File: src/rtl/byte_serializer.sv
`default_nettype none
// ============================================================================
// Module      : byte_serializer
// Description : Accepts one NBYTES-wide word per valid/ready handshake and
//               emits its bytes one per cycle on a valid/ready byte stream.
// Revision    : 1.0 - initial release
// ============================================================================
module byte_serializer #(
  parameter int NBYTES    = 4,
  parameter bit MSB_FIRST = 1'b1,
  parameter int CNT_W     = 16
) (
  input  logic                      clk,
  input  logic                      reset_n,
  input  logic                      in_valid,
  output logic                      in_ready,
  input  logic [8*NBYTES-1:0]       in_data,
  output logic                      out_valid,
  input  logic                      out_ready,
  output logic [7:0]                out_data,
  output logic [$clog2(NBYTES)-1:0] out_idx,
  output logic                      out_last,
  output logic [CNT_W-1:0]          word_cnt
);

  localparam int                 IDX_W      = $clog2(NBYTES);
  localparam logic [IDX_W-1:0]   c_LAST_IDX = IDX_W'(NBYTES - 1);

  typedef enum logic [0:0] {
    ST_IDLE = 1'b0,
    ST_SEND = 1'b1
  } state_t;

  state_t               r_state;
  logic [8*NBYTES-1:0]  r_buf;
  logic [IDX_W-1:0]     r_idx;
  logic [CNT_W-1:0]     r_cnt;

  logic [7:0]           w_bytes [NBYTES];
  logic                 w_send;
  logic                 w_last;
  logic                 w_in_ready;
  logic                 w_accept;

  // w_bytes[i] is the i-th byte in transmit order, so the output mux is order-agnostic.
  generate
    for (genvar g = 0; g < NBYTES; g++) begin : g_order
      if (MSB_FIRST) begin : g_msb
        assign w_bytes[g] = r_buf[8*(NBYTES-g)-1 -: 8];
      end else begin : g_lsb
        assign w_bytes[g] = r_buf[8*g+7 -: 8];
      end
    end
  endgenerate

  assign w_send     = (r_state == ST_SEND);
  assign w_last     = w_send && (r_idx == c_LAST_IDX);
  // A new word may land on the same edge the final byte leaves: no bubble.
  assign w_in_ready = reset_n && (!w_send || (out_ready && w_last));
  assign w_accept   = in_valid && w_in_ready;

  assign in_ready  = w_in_ready;
  assign out_valid = w_send;
  assign out_data  = w_send ? w_bytes[r_idx] : 8'h00;
  assign out_idx   = r_idx;
  assign out_last  = w_last;
  assign word_cnt  = r_cnt;

  always_ff @(posedge clk or negedge reset_n) begin
    if (!reset_n) begin
      r_state <= ST_IDLE;
      r_buf   <= '0;
      r_idx   <= '0;
      r_cnt   <= '0;
    end else begin
      case (r_state)
        ST_IDLE: begin
          if (w_accept) begin
            r_buf   <= in_data;
            r_idx   <= '0;
            r_state <= ST_SEND;
          end
        end
        ST_SEND: begin
          if (out_ready) begin
            if (!w_last) begin
              r_idx <= r_idx + IDX_W'(1);
            end else begin
              r_cnt <= r_cnt + CNT_W'(1);
              r_idx <= '0;
              if (w_accept) begin
                r_buf <= in_data;
              end else begin
                r_state <= ST_IDLE;
              end
            end
          end
        end
        default: begin
          r_state <= ST_IDLE;
          r_idx   <= '0;
        end
      endcase
    end
  end

endmodule
`default_nettype wire
File: config.mk
export PLATFORM = sky130hd
export DESIGN_NAME = byte_serializer
export DESIGN_NICKNAME = d
export VERILOG_FILES = /design/src/rtl/byte_serializer.sv
export SDC_FILE = /design/constraint.sdc
export NUM_CORES = 1
export LEC_CHECK = 0
export CAP_MARGIN = 5
export CORE_MARGIN = 3
export CORE_UTILIZATION = 35
export DETAILED_ROUTE_END_ITERATION = 12
export PLACE_DENSITY = 0.61
export SKIP_CTS_REPAIR_TIMING = 1
export SYNTH_ARGS = -nofsm -noshare
export SYNTH_HDL_FRONTEND = slang
export SYNTH_SLANG_ARGS = --single-unit
File: constraint.sdc
create_clock -name clk -period 3.2 [get_ports clk]
set_clock_uncertainty 0.15 [all_clocks]
set_input_delay 0.48 -clock clk [delete_from_list [all_inputs] [get_ports clk]]
set_output_delay 0.48 -clock clk [all_outputs]
set_load 0.05 [all_outputs]
==> summary.txt <==
Status
  – Status: finished, final reports clean

Routing
  – Final antenna-violating net count: 0
  – First-pass DRT Iterations: 4
  – Vias post-DR: 1494
  – Initial drt markers: 50
  – Vias per Instance: 4.882
  – WL per Instance: 15.68 microns
  – Drt drc: 0
  – Detailed Route WL: 4.797 mm

Floorplan
  – Vertical die dimension: 87.98 microns
  – Standard-cell row count: 29
  – Number of top-level pins: 65
  – Die area: 0.007740 sq mm
  – Die width: 87.98 microns
  – Initial Util: 36.63%
  – Area of the core: 0.006422 sq mm

Timing
  – Maximum operating frequency: 0.3390 GHz
  – Fin Hold WS: 0.2081 ns
  – Finish-stage setup viols: 0
  – Max transition margin: 56.94%
  – Hold Fails Final Rpt: 0
  – Slew at the pin with the worst max-slew slack: 0.6459 ns
  – Final critical-path share of the clock period: 92.19%
  – Unrepaired setup endpoints after global routing: false
  – Final period demand of the worst path: 2.950 ns
  – Max Slew Vio Count: 0
  – Summed negative setup slack over all endpoints: 0 ns

Cells and area
  – Inserted Diodes: 0
  – Net count reported at finish: 267
  – Most common cell after layout, fill and taps aside: sky130_fd_sc_hd__clkdlybuf4s50_1
  – Fill count: 567
  – Signed area change from the synthesized netlist to the final layout: 32.61%
  – Post-route cell area: 0.003119 sq mm
  – Leading cell types in the layout, fill and taps excluded: sky130_fd_sc_hd__clkdlybuf4s50_1, sky130_fd_sc_hd__dfrtp_1, sky130_fd_sc_hd__mux2_2
  – Finished Layout Cells: 306
  – Layout cells sized above 1: 26.64%

Setup path
  – Crit start category: register
  – Crit path required time: 2.57 ns
  – Worst path depth: 3
  – Critical Setup Path Class: reg -> out
  – Worst path max stage delay: 0.70 ns
  – Worst setup path start: out_idx[0]$_DFFE_PN0P_
  – Number of cell instances on the worst register-to-register path: 4
  – Type of element capturing the critical path: primary output
  – Data arrival time of the critical path: 2.32 ns
  – Slowest stage cell on the critical path: sky130_fd_sc_hd__clkdlybuf4s50_1
  – Critical register-to-register path startpoint: out_idx[1]$_DFFE_PN0P_
  – Worst reg-to-reg setup slack: 0.85 ns
  – Reg-to-reg critical path endpoint: r_buf[12]$_DFFE_PN0P_
  – Buffering stage count on the worst path with inverters included: 1
  – Peak fanout along the critical path: 13
  – Kind of cell with the highest combined delay on the critical path: buffers and inverters
  – Termination of the worst setup path: out_data[6]
  – Sequence of cells on the critical path: mux4_2, and2_1, clkdlybuf4s50_1

Logic synthesis
  – Top area cells in the synthesized netlist: sky130_fd_sc_hd__dfrtp_1, sky130_fd_sc_hd__mux2_2, sky130_fd_sc_hd__mux4_2
  – Library cells used by synthesis: 25
  – Number of synthesis warnings: 0
  – Cells after Synth: 164
  – Synth Net Count: 202
  – FF+latch count, synth: 51
  – Average cell area after synthesis: 14.34 sq um
  – Area fraction of the dominant cell type after synthesis: 54.26%
  – Seq/Total Area, Yosys: 54.26%
  – Cell Area, Synth: 0.002352 sq mm
  – Biggest area consumer among synthesized cells: sky130_fd_sc_hd__dfrtp_1

Placement
  – I/O Buffers: 64
  – Final weighted congestion in routability-driven placement: 0.6867
  – Placed inst area: 0.003030 sq mm
  – Post-detailed-placement half-perimeter wirelength: 3.381 mm
  – Total instance count after detailed placement: 299

Min path
  – Min-Delay Path Class: in -> async

Pwr
  – Peak VDD IR: 0.5525 mV
  – Combinational fraction of design power: 48.2%
  – Psw: 0.001140 W
  – Fraction of power consumed by the clock network: 13.0%
  – Switch share: 39.74%
  – Design internal power: 0.001729 W
  – Pwr dens: 919.6 mW/mm^2
  – Static Leakage: 1.315 nW
  – Flop pwr share: 38.8%
  – Power, Total: 0.002869 W

Clock tree
  – CTS tree: built
  – Total CTS buffers: 5
  – # H-tree levels: 2
  – CTS root buf: sky130_fd_sc_hd__clkbuf_8
  – Register clock-pin slew on the reported worst setup and hold paths: 0.09 ns
  – Latest clock arrival within the worst-skew pair: 0.30 ns
  – CTS Sinks: 51
  – Clock Path Buffers: 2

Global route
  – Pin count of the biggest net entering global routing: 52
  – Overflow left after global routing: 0
  – GRT Resource Usage Total: 13.61%
  – Via count of the first global-routing pass: 1613
  – First-pass GRT wire length: 8.107 mm
  – Antenna violations before repair: 0

Flow run
  – Max-cap violations: 0
metrics by stage:
step                setup WS [ns]  util [%]
finish                     0.2500     48.57
global route               0.1291     48.57
CTS                      -0.03412     48.55
detailed placement         0.3164     47.18
global placement           0.3493     47.18
floorplan                  0.7207         -
power groups by stage:
| stage | clock [W] | sequential, W | combinational (W) |
|---|---|---|---|
| floorplan | 0 | 0.00113 | 0.000947 |
| global placement | 0 | 0.00112 | 0.00138 |
| detailed placement | 0 | 0.00113 | 0.00140 |
| CTS | 0.000395 | 0.00112 | 0.00140 |
| global route | 0.000421 | 0.00116 | 0.00147 |
| finish | 0.000373 | 0.00111 | 0.00138 |
flip-flops by register name (all words and copies together) (netlist names):
name and cells:
r_buf 32, out_valid 1, out_idx 2, word_cnt 16
kinds of logic after synthesis:
logic type | count (synthesis) | share of synthesized area [%]
DFF | 51 | 54.26
xor gates and xnor gates | 15 | 5.585
adders and majority gates | 2 | 1.064
buffers and inverters | 9 | 2.819
and+or+nand+nor | 41 | 11.01
muxes | 43 | 24.41
AOI/OAI and AO/OA | 3 | 0.8511
final cells by class:
| class | count | area, sq um | area share, % |
|---|---|---|---|
| clock buffer | 6 | 82.58 | 2.647 |
| timing repair buffer | 65 | 640.6 | 20.54 |
| inverter | 2 | 7.507 | 0.2407 |
| clock inverter | 1 | 5.005 | 0.1604 |
| multi-input combinational | 104 | 1010 | 32.37 |
| tap | 77 | 96.34 | 3.089 |
| sequential | 51 | 1277 | 40.95 |
cells in the mapped netlist (all sizes together):
cell type  count
and2          11
a21bo          1
nor2           2
dfrtp         51
inv            2
xor2           2
nor3           2
o21ai          2
buf            6
mux4           8
nand3          9
nand2         10
and3           2
xnor2         13
mux2          35
and4           2
nand4          3
ha             2
clkbuf         1
worst min path at each step:
stage	cells after the start	slack, ns	endpoint
finish	2	0.21	word_cnt[3]$_DFFE_PN0P_
global route	2	0.27	word_cnt[4]$_DFFE_PN0P_
floorplan	0	0.03	out_idx[0]$_DFFE_PN0P_
detailed placement	1	0.32	word_cnt[15]$_DFFE_PN0P_
CTS	2	0.23	word_cnt[10]$_DFFE_PN0P_
global placement	1	0.31	word_cnt[15]$_DFFE_PN0P_
layer usage:
layer	wire (microns)	part of all wire [%]	track usage (%)	up-vias
li1	-	-	-	704
met1	2306	48	19.48	732
met2	2083	43	19.86	53
met3	374	7.8	4.704	5
met4	32	0.67	3.347	0
met5	0	0	0	-
No activity file was read; power rests on OpenSTA's default activity.
